### config.mk
export PLATFORM = sky130hd
export DESIGN_NAME = rle_line_sequencer
export DESIGN_NICKNAME = d
export VERILOG_FILES = /design/src/rtl/rle_seq_pkg.sv /design/src/rtl/rle_pos_counter.sv /design/src/rtl/rle_line_sequencer.sv
export SDC_FILE = /design/constraint.sdc
export NUM_CORES = 1
export LEC_CHECK = 0
export ABC_AREA = 1
export BUFFER_PORTS_ARGS = -buffer_cell sky130_fd_sc_hd__clkbuf_2
export CAP_MARGIN = 25
export CORE_MARGIN = 8
export CORE_UTILIZATION = 58
export DETAILED_ROUTE_END_ITERATION = 8
export PLACE_DENSITY = 0.79
export RECOVER_POWER = 50
export SLEW_MARGIN = 20
export SYNTH_ARGS = -nofsm -noshare
export SYNTH_HDL_FRONTEND = slang
export SYNTH_SLANG_ARGS = --single-unit
### constraint.sdc
create_clock -name CLK -period 1.9 [get_ports CLK]
set_input_delay 0.285 -clock CLK [delete_from_list [all_inputs] [get_ports CLK]]
set_output_delay 0.285 -clock CLK [all_outputs]
set_load 0.02 [all_outputs]
### src/rtl/rle_seq_pkg.sv
// Shared types and defaults for the run-length line sequencer.
package rle_seq_pkg;

   typedef enum logic [1:0] {
      StIdle,
      StLoad,
      StExpand,
      StDone
   } seq_state_e;

   localparam int unsigned LineWDefault = 640;
   localparam int unsigned LinesDefault = 480;
   localparam int unsigned RunWDefault  = 10;

   // Counter width for a range of n values; never narrower than one bit.
   function automatic int unsigned cnt_w(input int unsigned n);
      return (n > 1) ? int'($clog2(n)) : 1;
   endfunction

endpackage

### src/rtl/rle_pos_counter.sv
// Pixel position counter: x within the line, y within the frame, and the
// last-pixel / last-line detects used by the sequencer FSM.
module rle_pos_counter
   import rle_seq_pkg::*;
#(
   parameter int unsigned LINE_W = LineWDefault,
   parameter int unsigned LINES  = LinesDefault
) (
   input  logic CLK,
   input  logic RESET,
   input  logic clear,
   input  logic step,
   output logic at_line_end,
   output logic last_line
);

   localparam int unsigned XW = cnt_w(LINE_W);
   localparam int unsigned YW = cnt_w(LINES);
   localparam logic [XW-1:0] XLast = XW'(LINE_W - 1);
   localparam logic [YW-1:0] YLast = YW'(LINES - 1);

   logic [XW-1:0] x_q, x_d;
   logic [YW-1:0] y_q, y_d;

   assign at_line_end = (x_q == XLast);
   assign last_line   = (y_q == YLast);

   // Advance one pixel per step; y returns to 0 after the last line.
   always_comb begin
      x_d = x_q;
      y_d = y_q;
      if (clear) begin
         x_d = '0;
         y_d = '0;
      end else if (step) begin
         if (at_line_end) begin
            x_d = '0;
            y_d = last_line ? '0 : y_q + 1'b1;
         end else begin
            x_d = x_q + 1'b1;
         end
      end
   end

   // Position registers with synchronous reset.
   always_ff @(posedge CLK) begin
      if (RESET) begin
         x_q <= '0;
         y_q <= '0;
      end else begin
         x_q <= x_d;
         y_q <= y_d;
      end
   end

endmodule

### src/rtl/rle_line_sequencer.sv
// Run-length to pixel sequencer. Consumes run words, expands them into a
// one-bit pixel stream toward a VGA FIFO, and frames lines and frames.
// Optional macro RLE_SEQ_LINE_CHECK_EN: truncate runs that cross a line end
// and raise the sticky err_overflow flag.
// pix_valid/pix_out/line_end are gated by fifo_full in the same cycle so a
// stall never loses or duplicates a pixel; a new_im cycle emits nothing.
module rle_line_sequencer
   import rle_seq_pkg::*;
#(
   parameter int unsigned LINE_W = LineWDefault,
   parameter int unsigned LINES  = LinesDefault,
   parameter int unsigned RUN_W  = RunWDefault
) (
   input  logic             CLK,
   input  logic             RESET,
   input  logic             new_im,
   input  logic [RUN_W-1:0] run_data,
   input  logic             run_valid,
   output logic             run_ready,
   input  logic             fifo_full,
   output logic             pix_out,
   output logic             pix_valid,
   output logic             line_end,
   output logic             frame_end,
   output logic             frame_abort,
   output logic             err_overflow
);

   seq_state_e       state_q, state_d;
   logic [RUN_W-1:0] remaining_q, remaining_d;
   logic             symbol_q, symbol_d;
   logic             abort_q, abort_d;
`ifdef RLE_SEQ_LINE_CHECK_EN
   logic             err_q, err_d;
`endif

   logic xfer, emit, run_last, at_line_end, last_line;

   assign xfer     = (state_q == StLoad) && run_valid;
   assign emit     = (state_q == StExpand) && !fifo_full && !new_im;
   assign run_last = (remaining_q == RUN_W'(1));

   rle_pos_counter #(
      .LINE_W(LINE_W),
      .LINES (LINES)
   ) u_pos (
      .CLK        (CLK),
      .RESET      (RESET),
      .clear      (new_im),
      .step       (emit),
      .at_line_end(at_line_end),
      .last_line  (last_line)
   );

   // Next-state logic; new_im restarts the frame from any state.
   always_comb begin
      state_d     = state_q;
      remaining_d = remaining_q;
      symbol_d    = symbol_q;
      abort_d     = 1'b0;
`ifdef RLE_SEQ_LINE_CHECK_EN
      err_d       = err_q;
`endif
      if (new_im) begin
         state_d     = StLoad;
         remaining_d = '0;
         symbol_d    = 1'b0;
         abort_d     = (state_q == StLoad) || (state_q == StExpand);
`ifdef RLE_SEQ_LINE_CHECK_EN
         err_d       = 1'b0;
`endif
      end else begin
         unique case (state_q)
            StIdle: state_d = StIdle;
            StLoad: begin
               if (xfer) begin
                  if (run_data == '0) begin
                     symbol_d = ~symbol_q;
                  end else begin
                     remaining_d = run_data;
                     state_d     = StExpand;
                  end
               end
            end
            StExpand: begin
               if (emit) begin
                  remaining_d = remaining_q - 1'b1;
                  if (at_line_end) begin
`ifdef RLE_SEQ_LINE_CHECK_EN
                     // Drop whatever of the run spills past the line.
                     if (!run_last) err_d = 1'b1;
                     remaining_d = '0;
                     symbol_d    = 1'b0;
                     state_d     = last_line ? StDone : StLoad;
`else
                     // A run still in flight spills into the next line unchanged.
                     if (last_line) begin
                        remaining_d = '0;
                        symbol_d    = 1'b0;
                        state_d     = StDone;
                     end else if (run_last) begin
                        symbol_d = 1'b0;
                        state_d  = StLoad;
                     end
`endif
                  end else if (run_last) begin
                     symbol_d = ~symbol_q;
                     state_d  = StLoad;
                  end
               end
            end
            StDone:  state_d = StIdle;
            default: state_d = StIdle;
         endcase
      end
   end

   // FSM and datapath registers with synchronous reset.
   always_ff @(posedge CLK) begin
      if (RESET) begin
         state_q     <= StIdle;
         remaining_q <= '0;
         symbol_q    <= 1'b0;
         abort_q     <= 1'b0;
`ifdef RLE_SEQ_LINE_CHECK_EN
         err_q       <= 1'b0;
`endif
      end else begin
         state_q     <= state_d;
         remaining_q <= remaining_d;
         symbol_q    <= symbol_d;
         abort_q     <= abort_d;
`ifdef RLE_SEQ_LINE_CHECK_EN
         err_q       <= err_d;
`endif
      end
   end

   assign run_ready   = (state_q == StLoad);
   assign pix_valid   = emit;
   assign pix_out     = emit & symbol_q;
   assign line_end    = emit & at_line_end;
   assign frame_end   = (state_q == StDone);
   assign frame_abort = abort_q;
`ifdef RLE_SEQ_LINE_CHECK_EN
   assign err_overflow = err_q;
`else
   assign err_overflow = 1'b0;
`endif

endmodule

# Word level (Yosys, flattened, before mapping)
# Index checks and enable logic that the tools add are counted.
[totals]
output_inout_bits = 7
inputBits = 15
ff_bits = 33
elab_cells = 70
[op_classes]
eq_ne = 15
reduce_logical = 17
mux = 24
bitwise = 4
n_addsub = 3
[ops]
columns = ["op", "count"]
rows = [
  ["2-to-1 mux 10 bit", 6],
  ["case mux 10 bit (2 select lines)", 1],
  ["2-to-1 mux 2 bit", 6],
  ["adder 10 x 1 -> 10 bit (second input constant)", 1],
  ["== test 10 x 1 -> 1 bit (second input constant)", 1],
  ["== test 10 bit (second input constant)", 1],
  ["zero test 10 bit", 1],
  ["subtractor 10 x 1 -> 10 bit (second input constant)", 1],
  ["adder 9 x 1 -> 9 bit (second input constant)", 1],
  ["== test 9 bit (second input constant)", 1],
  ["2-to-1 mux 9 bit", 1],
  ["!= test 3 bit (second input constant)", 3],
  ["2-to-1 mux 1 bit", 8],
  ["!= test 3 x 2 -> 1 bit (second input constant)", 2],
  ["case mux 2 bit (3 select lines)", 1],
  ["AND reduction 3 bit", 2],
  ["AND reduction 6 bit", 1],
  ["OR reduction 2 bit", 3],
  ["== test 2 bit (second input constant)", 2],
  ["!= test 2 x 1 -> 1 bit (second input constant)", 2],
  ["!= test 2 bit (second input constant)", 2],
  ["AND reduction 4 bit", 1],
  ["logical AND 1 bit", 3],
  ["AND 1 bit", 2],
  ["other kinds (8)", 10],
]

# Longest topological paths before layout
# Gate-level depths: netlist (run 1).
[depth]
ltp_word = 7
ltp_mapped = 11
depth_no_buf = 11

# Modules after synthesis
# A second synthesis (run 1) with hierarchy kept.
[hier_totals]
hier_cells = 350
area_unflattened_um2 = 2213.4
[by_module_without_submodules]
columns = ["mod", "cells_each", "area_per_inst_um2", "n_inst", "seq_area_each_um2"]
rows = [
  ["rle_line_sequencer", 185, 1138.6, 1, 280.3],
  ["rle_pos_counter", 165, 1074.8, 1, 380.4],
]

# Worst setup path after synthesis (run 1)
# OpenSTA, ideal clock, no wires.
[synth_path]
kind = "flip-flop to flip-flop"
startpoint = "reg state_q[0]"
endpoint = "reg u_pos.y_q[6]"
n_path_buf = 0
setup_time_ps = 73
path_stages_with_launch = 10
arrival_ps = 1594
slack_ps = 233
period_less_slack_ps = 1667
t_required_ps = 1827
cell_sequence = "dfxtp_1 inv_1 ha_1 nand3_4 inv_6 nand3_4 inv_2 nand3_2 or2_0 a21oi_1"
[synth_via]
elab_chain_cells = 4
[synth_lines]
columns = ["element", "line", "rtl"]
rows = [
  ["start, declared", "rle_line_sequencer.sv:29", "seq_state_e state_q, state_d;"],
  ["start signal, assigned", "rle_line_sequencer.sv:121", "state_q <= StIdle;"],
  ["start signal, assigned", "rle_line_sequencer.sv:129", "state_q <= state_d;"],
  ["== test 2 bit", "rle_line_sequencer.sv:40", "assign emit = (state_q == StExpand) && !fifo_full && !new_im;"],
  ["logical AND 1 bit (2 in series)", "rle_line_sequencer.sv:40", ""],
  ["via pix_valid", "rle_line_sequencer.sv:22", "output logic pix_valid,"],
  ["AND reduction 2 bit (no source line)", "--", ""],
  ["end signal, assigned", "rle_pos_counter.sv:52", "y_q <= y_d;"],
  ["end, declared", "rle_pos_counter.sv:23", "logic [YW-1:0] y_q, y_d;"],
]
# The timed path passes the listed nets, and every way through them passes these cells.
# A chain may end at the register's enable or synchronous reset.

# Worst setup path after layout (run 1)
[layout_path]
startpoint = "reg state_q[0]"
endpoint = "out line_end"
[layout_via]
elab_chain_cells = 4
[layout_lines]
columns = ["element", "line", "rtl"]
rows = [
  ["== test 2 bit", "rle_line_sequencer.sv:40", ""],
  ["logical AND 1 bit (2 in series)", "rle_line_sequencer.sv:40", ""],
  ["AND 1 bit", "rle_line_sequencer.sv:142", "assign line_end = emit & at_line_end;"],
  ["end, declared", "rle_line_sequencer.sv:23", "output logic line_end,"],
]
# No other way between the ends.

==> results of run 1 <==
[power breakdown]
group          switching [mW]  internal, mW
clock                   0.240         0.141
sequential            0.00854         0.703
combinational           0.112        0.0675
[timing repair]
| action | CTS | global route |
|---|---|---|
| endpoints found under the setup margin | 1 | 10 |
| pin swaps | 1 | 2 |
| buffers inserted | 2 | 2 |
| resized for setup | 9 | 2 |
[worst register-to-register path, cell delays in order, from the launching register on]
cell	delay [ps]
dfxtp_1	380
ha_1	180
nand2_1	80
nor2_1	150
nand3_1	130
clkbuf_1	150
o21ai_1	140
clkbuf_1	300
nor3_1	90
[final cells by class]
type	count	area, sq um	area share
inverters	36	143	0.0653
multi-input cells	208	1100	0.502
well taps	46	57.6	0.0263
clock buffers	6	41.3	0.0189
flip-flops and latches	33	666	0.305
clock inverters	2	10.0	0.00458
repair buffers	31	170	0.0779
[placed cells by master (no fill, tap or decap), types with 2 or more instances in the layout]
| cell | count |
|---|---|
| nand2_1 | 68 |
| nor2_1 | 37 |
| inv_1 | 33 |
| a21oi_1 | 31 |
| dfxtp_1 | 29 |
| clkbuf_2 | 16 |
| nand3_1 | 14 |
| xor2_1 | 12 |
| o21ai_0 | 10 |
| buf_4 | 8 |
| nor3_1 | 7 |
| ha_1 | 7 |
| clkbuf_1 | 7 |
| clkbuf_4 | 6 |
| dfxtp_2 | 4 |
| nand4_1 | 3 |
| or2_2 | 3 |
| nand3_4 | 2 |
| nor2_4 | 2 |
| or2_0 | 2 |
| clkinv_2 | 2 |
[flip-flops by register name (all words and copies together) (netlist names)]
signal       count
u_pos.x_q       10
remaining_q     10
u_pos.y_q        9
state_q          2
symbol_q         1
frame_abort      1
[cell families after synthesis]
kind of cell / Yosys count / synth area share
buffers and inverters: 41 / 0.0868
AO/OA/AOI/OAI: 46 / 0.128
adder cells (fa/ha/maj): 8 / 0.0526
flip-flops: 33 / 0.347
AND/OR/NAND/NOR: 141 / 0.328
other: 1 / 0.00197
XOR/XNOR: 12 / 0.0552
[metrics by stage]
step                      setup TNS (ps)  area (sq um)  power [mW]
after CTS                              0          2180        1.29
after global placement                 0          2090       0.903
after global routing               -42.8          2180        1.35
final                                  0          2180        1.27
after detailed placement               0          2090       0.904
after floorplan                        0          1900       0.854
[path summary, 6_finish.rpt]
path              cells after the start  slack [ps]                   endpoint
setup / recovery                      7          60                   line_end
setup reg to reg                      8         170  u_pos.y_q[2]$_SDFFE_PP0P_
hold reg to reg                       2         480  u_pos.x_q[9]$_SDFFE_PP0P_
hold / removal                        2         110    state_q[0]$_SDFFE_PP0P_
[layer usage]
metal | vias to the layer above | wire length (um) | share of wire | global-route usage
li1 | 964 | - | - | -
met1 | 805 | 1850 | 0.45 | 0.177
met3 | 5 | 189 | 0.046 | 0.0532
met5 | - | 0 | 0 | 0
met2 | 29 | 2000 | 0.49 | 0.295
met4 | 0 | 56 | 0.014 | 0.0844
==> summary.txt, run 1 <==
Status = finished, final reports clean
CTS clk-pin slew, worst paths = 110 ps
CORE AREA = 3230 sq um
Fill count = 311
Post-synth EDFFs = 0
Worst setup path start = state_q[0]$_SDFFE_PP0P_
Period minus WS final = 1840 ps
Initial antenna violation count = 0
FP Rows = 21
Top-count cell post-synth = nand2_1
CP top delay family = buffers and inverters
Post-synthesis sequential area ratio = 0.347
Finish-stage setup viols = 0
CP max stage delay = 360 ps
Peak VDD IR = 0.285 mV
H-tree levels = 2
WP buf/inv = 4
WP data required = 1620 ps
Die Y = 73.3 um
Drt via density = 4.98
Synth cell count leaders = 68 x nand2_1, 38 x nor2_1, 34 x inv_1
Post-layout util = 0.676
First-pass GRT wire length = 7040 um
Num CTS Buffers = 5
I/O Buffers = 20
Inst Count DP = 350
Layout cells sized above 1 = 0.165
Pre-CTS setup slack = 156 ps
Crit start category = flop
# DRC = 0
Cell Pwr Density = 582 nW/um^2
Post-route ant nets = 0
Mean area per synthesized cell = 6.75 sq um
Die footprint = 5370 sq um
Slack of the critical path = 55.1 ps
Worst Setup End Kind = primary output
Hold Path Class = primary input to flop
Final worst path period share = 0.971
CTS tree = done
RSZ-0062 raised after global routing = yes
Worst clock skew = 14.2 ps
MaxCap Viol Count = 0
Ant diodes = 0
Max-slew violation count = 0
Critical path type = flop to primary output
Clock Latency Late Sink = 350 ps
Area contributors post-synth = dfxtp_1 35%, nand2_1 13%, a21oi_1 8.2%
Layout overhead on the synthesized area = 14.8%
Layout Cells excl Fill = 362
Worst-path cell chain = inv_2 > ha_4 > nand3_4 > inv_6 > nand3_4 > inv_4 > clkbuf_4
Post-synth top flop = dfxtp_1
Netlist cell types = 29
Synthesized instance count = 282
CTS root buf = clkbuf_4
Cts hold-fix bufs = 0
Vias = 1803
R2r startpoint = u_pos.y_q[0]$_SDFFE_PP0P_
Slowest cell on crit path = dfxtp_2
Vias in the first global route = 1700
Max FO, Critical Path = 7
Post-synth top area share = 0.347
Number of DRC markers in iteration 0 = 109
Total GRT Usage = 0.169
Post-synthesis async set-or-reset flop share = 0
Hold Vio Cnt, Final = 0
Hold Slack = 108 ps
GRT overflow = 0
Leak = 0.927 nW
Clock Tree Buf Depth = 2
YS warnings = 0
Syn Nets = 305
Max Clk Rate = 542 MHz
Final RePlAce weighted congestion = 0.884
Nets@finish = 338
CTS Sinks = 33
Die W = 73.3 um
Area leader, netlist = dfxtp_1
Routed WL = 4090 um
Mapped cell area = 1900 sq um
First-pass DRT Iterations = 5
Ports = 22
Drt wl/cell = 11.3 um
Initial Util = 0.589
Hpwl dp = 3110 um
Pin count of the biggest net entering global routing = 21
Crit-path most repeated cell = nand3_4
Seq cells post-synth = 33
Critical Path AT = 1560 ps
HP Start = RESET
No activity file was read; power rests on OpenSTA's default activity.
==> run 2, diff against run 1 <==
--- a/config.mk
+++ b/config.mk
@@ -11,7 +11,7 @@
 export CORE_MARGIN = 8
 export CORE_UTILIZATION = 58
 export DETAILED_ROUTE_END_ITERATION = 8
-export PLACE_DENSITY = 0.79
+export PLACE_DENSITY_LB_ADDON = 0.05
 export RECOVER_POWER = 50
 export SLEW_MARGIN = 20
 export SYNTH_ARGS = -nofsm -noshare
==> summary.txt, run 2 (same netlist as run 1, synthesis figures left out) <==
Finish-stage setup viols = 0 (unchanged)
MaxCap Viol Count = 0 (unchanged)
TNS Setup = 0 ps (unchanged)
Clock Latency Late Sink = 340 ps (about the same)
Critical path type = flop to primary output
Inst Count DP = 350 (unchanged)
Reg-to-Reg End = remaining_q[0]$_SDFFE_PP0P_
Clock Tree Buf Depth = 2 (unchanged)
Die W = 73.3 um (unchanged)
Crit start category = flop
Nets@finish = 342 (+1.2%)
Max Clk Rate = 552 MHz (+1.9%)
Layout overhead on the synthesized area = 19.5%
# DRC = 0 (unchanged)
Period minus WS final = 1810 ps (-34.4 ps)
Area after DPL = 2090 sq um (unchanged)
Die Y = 73.3 um (unchanged)
Fill count = 294 (-5.5%)
Layout cells sized above 1 = 0.194 (+0.0292)
Cell Pwr Density = 642 nW/um^2 (+10%)
Drt via density = 4.99 (+0.28%)
Worst Setup End Kind = primary output
Final worst path period share = 0.953 (-0.0181)
First-pass GRT wire length = 6870 um (-2.5%)
CTS tree = done
Final RePlAce weighted congestion = 0.963 (+9.0%)
CTS Sinks = 33 (unchanged)
Hold Vio Cnt, Final = 0 (unchanged)
Peak VDD IR = 0.442 mV (+55%)
Number of DRC markers in iteration 0 = 108 (-0.92%)
Power, Total = 1.46 mW (+15%)
Leak = 0.969 nW (+4.6%)
Post-layout util = 0.704 (+0.0279)
Worst clock skew = 8.87 ps (-5.29 ps)
Cts hold-fix bufs = 0 (unchanged)
Finished Cell Area = 2270 sq um (+4.1%)
Commonest non-fill, non-tap cell in the layout = nand2_1
Ports = 22 (unchanged)
Die footprint = 5370 sq um (unchanged)
Crit path to = line_end
FF-to-FF path depth = 9 (+1)
R2r startpoint = state_q[1]$_SDFFE_PP0P_
Setup slack on the worst flop-to-flop path = 180 ps (about the same)
I/O Buffers = 20 (unchanged)
Vias in the first global route = 1732 (+1.9%)
CTS clk-pin slew, worst paths = 110 ps (about the same)
Initial antenna violation count = 0 (unchanged)
Hold Path Class = primary input to flop
First-pass DRT Iterations = 4 (-1)
H-tree levels = 2 (unchanged)
Post-route ant nets = 0 (unchanged)
FP Rows = 21 (unchanged)
Most frequent cells in the layout = 68 x nand2_1, 38 x nor2_1, 33 x inv_1
Hpwl dp = 3060 um (-1.7%)
GRT overflow = 0 (unchanged)
Layout Cells excl Fill = 366 (+1.1%)
Largest regs = remaining_q x10, u_pos.x_q x10, u_pos.y_q x9
CTS root buf = clkbuf_4
Drt wl/cell = 11.3 um (about the same)
Max FO, Critical Path = 7 (unchanged)
Critical Path AT = 1530 ps (-30 ps)
WP data required = 1620 ps (about the same)
Routed WL = 4130 um (+1.0%)
Worst setup path start = state_q[1]$_SDFFE_PP0P_
Initial Util = 0.589 (unchanged)
Vias = 1828 (+1.4%)
Ant diodes = 0 (unchanged)
Num CTS Buffers = 5 (unchanged)
CORE AREA = 3230 sq um (unchanged)
Status = finished, final reports clean
Max-slew violation count = 0 (unchanged)
Total GRT Usage = 0.160 (-0.00830)
Pin count of the biggest net entering global routing = 21 (unchanged)
run 2: cell types whose count changed in the layout (fill, tap and decap cells not counted), sizes merged:
cell      change
bufinv        +1
clkbuf        -3
buf           +7
clkinv        -2
clkinvlp      +1
run 2: stage by stage:
| stage | worst slack, ps | hold WS [ps] |
|---|---|---|
| 5_1_grt | -5.71 | 110 |
| 6_report | 89.6 | 120 |
| 3_3_place_gp | 207 | 447 |
| 2_1_floorplan | 233 | 354 |
| 3_5_place_dp | 154 | 454 |
| 4_1_cts | 8.76 | 122 |
run 2: worst min-delay path by stage:
| stage | from | endpoint | cells after the start |
|---|---|---|---|
| finish | RESET | state_q[0]$_SDFFE_PP0P_ | 2 |
| global route | RESET | state_q[0]$_SDFFE_PP0P_ | 2 |
| CTS | RESET | frame_abort$_SDFF_PP0_ | 2 |
| detailed placement | u_pos.x_q[9]$_SDFFE_PP0P_ | u_pos.x_q[9]$_SDFFE_PP0P_ | 2 |
| global placement | u_pos.x_q[9]$_SDFFE_PP0P_ | u_pos.x_q[9]$_SDFFE_PP0P_ | 2 |
| floorplan | RESET | state_q[0]$_SDFFE_PP0P_ | 1 |
run 2: worst max-delay path: stages (launching register included):
cell and delay (ps):
dfxtp_1 430, ha_4 200, nand3_4 110, inv_6 110, nand3_4 100, inv_4 80, clkbuf_4 160
run 2: area by class of cell:
type	instances	area, sq um	share of cell area
inverters	36	143	0.0627
well taps	46	57.6	0.0253
clock inverters	2	37.5	0.0165
clock buffers	6	51.3	0.0226
repair buffers	35	214	0.0941
multi-input cells	208	1110	0.487
flip-flops and latches	33	664	0.292
run 2: where the power goes:
part | internal, mW | switching [mW]
logic | 0.0694 | 0.113
clock network | 0.313 | 0.254
registers | 0.703 | 0.00895
run 2: what timing repair did:
action	4_1_cts	5_1_grt
resized for setup	5	7
endpoints found under the setup margin	1	2
pin swaps	0	3
hold endpoints to repair	0	0
setup buffers	1	7
run 2: routing by layer:
metal	vias up	track usage	routed length, um
met5	-	0	0
met2	31	0.297	2070
met1	815	0.161	1790
met3	11	0.0491	200
li1	971	-	-
met4	0	0.0667	78
==> run 3, diff against run 2 <==
--- a/config.mk
+++ b/config.mk
@@ -8,6 +8,7 @@
 export ABC_AREA = 1
 export BUFFER_PORTS_ARGS = -buffer_cell sky130_fd_sc_hd__clkbuf_2
 export CAP_MARGIN = 25
+export CORE_ASPECT_RATIO = 1.1
 export CORE_MARGIN = 8
 export CORE_UTILIZATION = 58
 export DETAILED_ROUTE_END_ITERATION = 8
==> summary.txt, run 3 (same netlist as run 1, synthesis figures left out) <==
Hpwl dp = 3150 um (+3.0%)
Sw Ratio = 0.268 (+0.0112)
CTS Sinks = 33 (unchanged)
CTS tree = done
Worst setup path start = u_pos.x_q[0]$_SDFFE_PP0P_
Hold Vio Cnt, Final = 0 (unchanged)
Worst clock skew = 9.87 ps (+0.999 ps)
Routed WL = 4250 um (+2.8%)
Combinational share of power = 0.139 (+0.014)
Vias in the first global route = 1715 (-0.98%)
Critical path type = flop to primary output
Cts hold-fix bufs = 0 (unchanged)
Area of the multi-input gates = 1100 sq um (-0.90%)
Sw Pwr = 0.347 mW (-7.6%)
Layout overhead on the synthesized area = 15.8%
Drt via density = 5.13 (+2.8%)
HP Start = RESET
Status = finished, final reports clean
Slowest cell on crit path = dfxtp_2
H-tree levels = 2 (unchanged)
Critical Path AT = 1500 ps (-30 ps)
Sequential cell area = 666 sq um (+0.19%)
GRT overflow = 0 (unchanged)
Initial antenna violation count = 0 (unchanged)
Pin count of the biggest net entering global routing = 21 (unchanged)
Initial Util = 0.586 (-0.00295)
Largest regs = remaining_q x10, u_pos.x_q x10, u_pos.y_q x9
Number of DRC markers in iteration 0 = 117 (+8.3%)
Fill count = 301 (+2.4%)
Clock power frac = 0.311 (-0.077)
Vias = 1812 (-0.88%)
Inst Count DP = 339 (-3.1%)
First-pass DRT Iterations = 4 (unchanged)
Peak VDD IR = 0.567 mV (+28%)
Period minus WS final = 1790 ps (-22.3 ps)
CORE AREA = 3250 sq um (+0.50%)
Flop pwr share = 0.550 (+0.062)
Cell Pwr Density = 587 nW/um^2 (-8.6%)
Die W = 70.6 um (-3.6%)
Die Y = 76.1 um (+3.8%)
Worst Setup End Kind = primary output
Ports = 22 (unchanged)
CTS root buf = clkbuf_4
Ant diodes = 0 (unchanged)
Crit start category = flop
CP max stage delay = 360 ps (-70 ps)
Clock Tree Buf Depth = 2 (unchanged)
Most frequent cells in the layout = 68 x nand2_1, 38 x nor2_1, 33 x inv_1
Layout Cells excl Fill = 353 (-3.6%)
R2r startpoint = u_pos.x_q[0]$_SDFFE_PP0P_
TNS Setup = 0 ps (unchanged)
Die footprint = 5370 sq um (about the same)
Post-route ant nets = 0 (unchanged)
Worst-path cell chain = ha_2 > nand3_2 > nor2_4 > nand3_4 > inv_4 > clkbuf_4
Nets@finish = 340 (-0.58%)
Commonest non-fill, non-tap cell in the layout = nand2_1
Max FO, Critical Path = 6 (-1)
I/O Buffers = 20 (unchanged)
Num CTS Buffers = 5 (unchanged)
Power, Total = 1.29 mW (-11%)
CTS clk-pin slew, worst paths = 100 ps (about the same)
First-pass GRT wire length = 7040 um (+2.6%)
Pint = 0.946 mW (-13%)
Leak = 0.945 nW (-2.5%)
Total GRT Usage = 0.157 (-0.00296)
Final worst path period share = 0.941 (-0.0117)
Max-slew violation count = 0 (unchanged)
Max Clk Rate = 559 MHz (+1.2%)
# DRC = 0 (unchanged)
Clock Latency Late Sink = 330 ps (about the same)
Drt wl/cell = 12.0 um (+6.6%)
Hold Path Class = primary input to flop
Post-layout util = 0.678 (-0.0255)
FP Rows = 22 (+4.8%)
WP data required = 1620 ps (about the same)
MaxCap Viol Count = 0 (unchanged)
Finish-stage setup viols = 0 (unchanged)
Layout cells sized above 1 = 0.183 (-0.0108)
Final RePlAce weighted congestion = 0.874 (-9.2%)
==> run 3: layout make-up <==
| cell class | instances | share of cell area |
|---|---|---|
| repair buffers | 33 | 0.0897 |
| clock buffers | 7 | 0.0250 |
| inverters | 36 | 0.0647 |
| flip-flops and latches | 33 | 0.302 |
| multi-input cells | 208 | 0.498 |
| well taps | 36 | 0.0204 |
==> run 3: critical path: cells and delay by family (launching register included) <==
kind / cells / cell delay, ps
fa+ha+maj: 1 / 200
buf+inv: 2 / 230
flops: 1 / 360
simple gates: 3 / 370
==> run 3: worst paths after layout <==
check             slack [ps]  cells past startpoint                           to
hold / removal           120                      2      state_q[0]$_SDFFE_PP0P_
setup / recovery         110                      6                     line_end
setup reg to reg         160                      9  remaining_q[3]$_SDFFE_PP0P_
hold reg to reg          470                      2    u_pos.x_q[9]$_SDFFE_PP0P_
==> run 3: timing repair <==
action / CTS / global route
buffers inserted: 2 / 5
gates cloned: 0 / 0
setup endpoints to repair: 1 / 3
pin swaps: 0 / 2
gates resized for setup: 4 / 7
==> run 3: power groups by stage <==
stage | clock network (mW) | registers [mW] | logic [mW]
after floorplan | 0 | 0.726 | 0.127
after global placement | 0 | 0.727 | 0.175
after detailed placement | 0 | 0.727 | 0.178
after CTS | 0.412 | 0.711 | 0.180
after global routing | 0.443 | 0.714 | 0.204
final | 0.402 | 0.712 | 0.180
==> run 3: layer usage <==
metal | GRT usage | up-vias | wire (um)
met3 | 0.0461 | 13 | 181
met2 | 0.288 | 32 | 2190
li1 | - | 963 | -
met4 | 0.0771 | 0 | 110
met5 | 0 | - | 0
met1 | 0.156 | 804 | 1770
==> run 3: per-stage QoR <==
| stage | worst slack, ps | cell area, sq um | hold WS, ps |
|---|---|---|---|
| after global placement | 206 | 2070 | 448 |
| after global routing | -12.0 | 2200 | 97.8 |
| after floorplan | 233 | 1900 | 354 |
| after CTS | 6.99 | 2160 | 118 |
| after detailed placement | 88.3 | 2070 | 455 |
| final | 112 | 2200 | 121 |
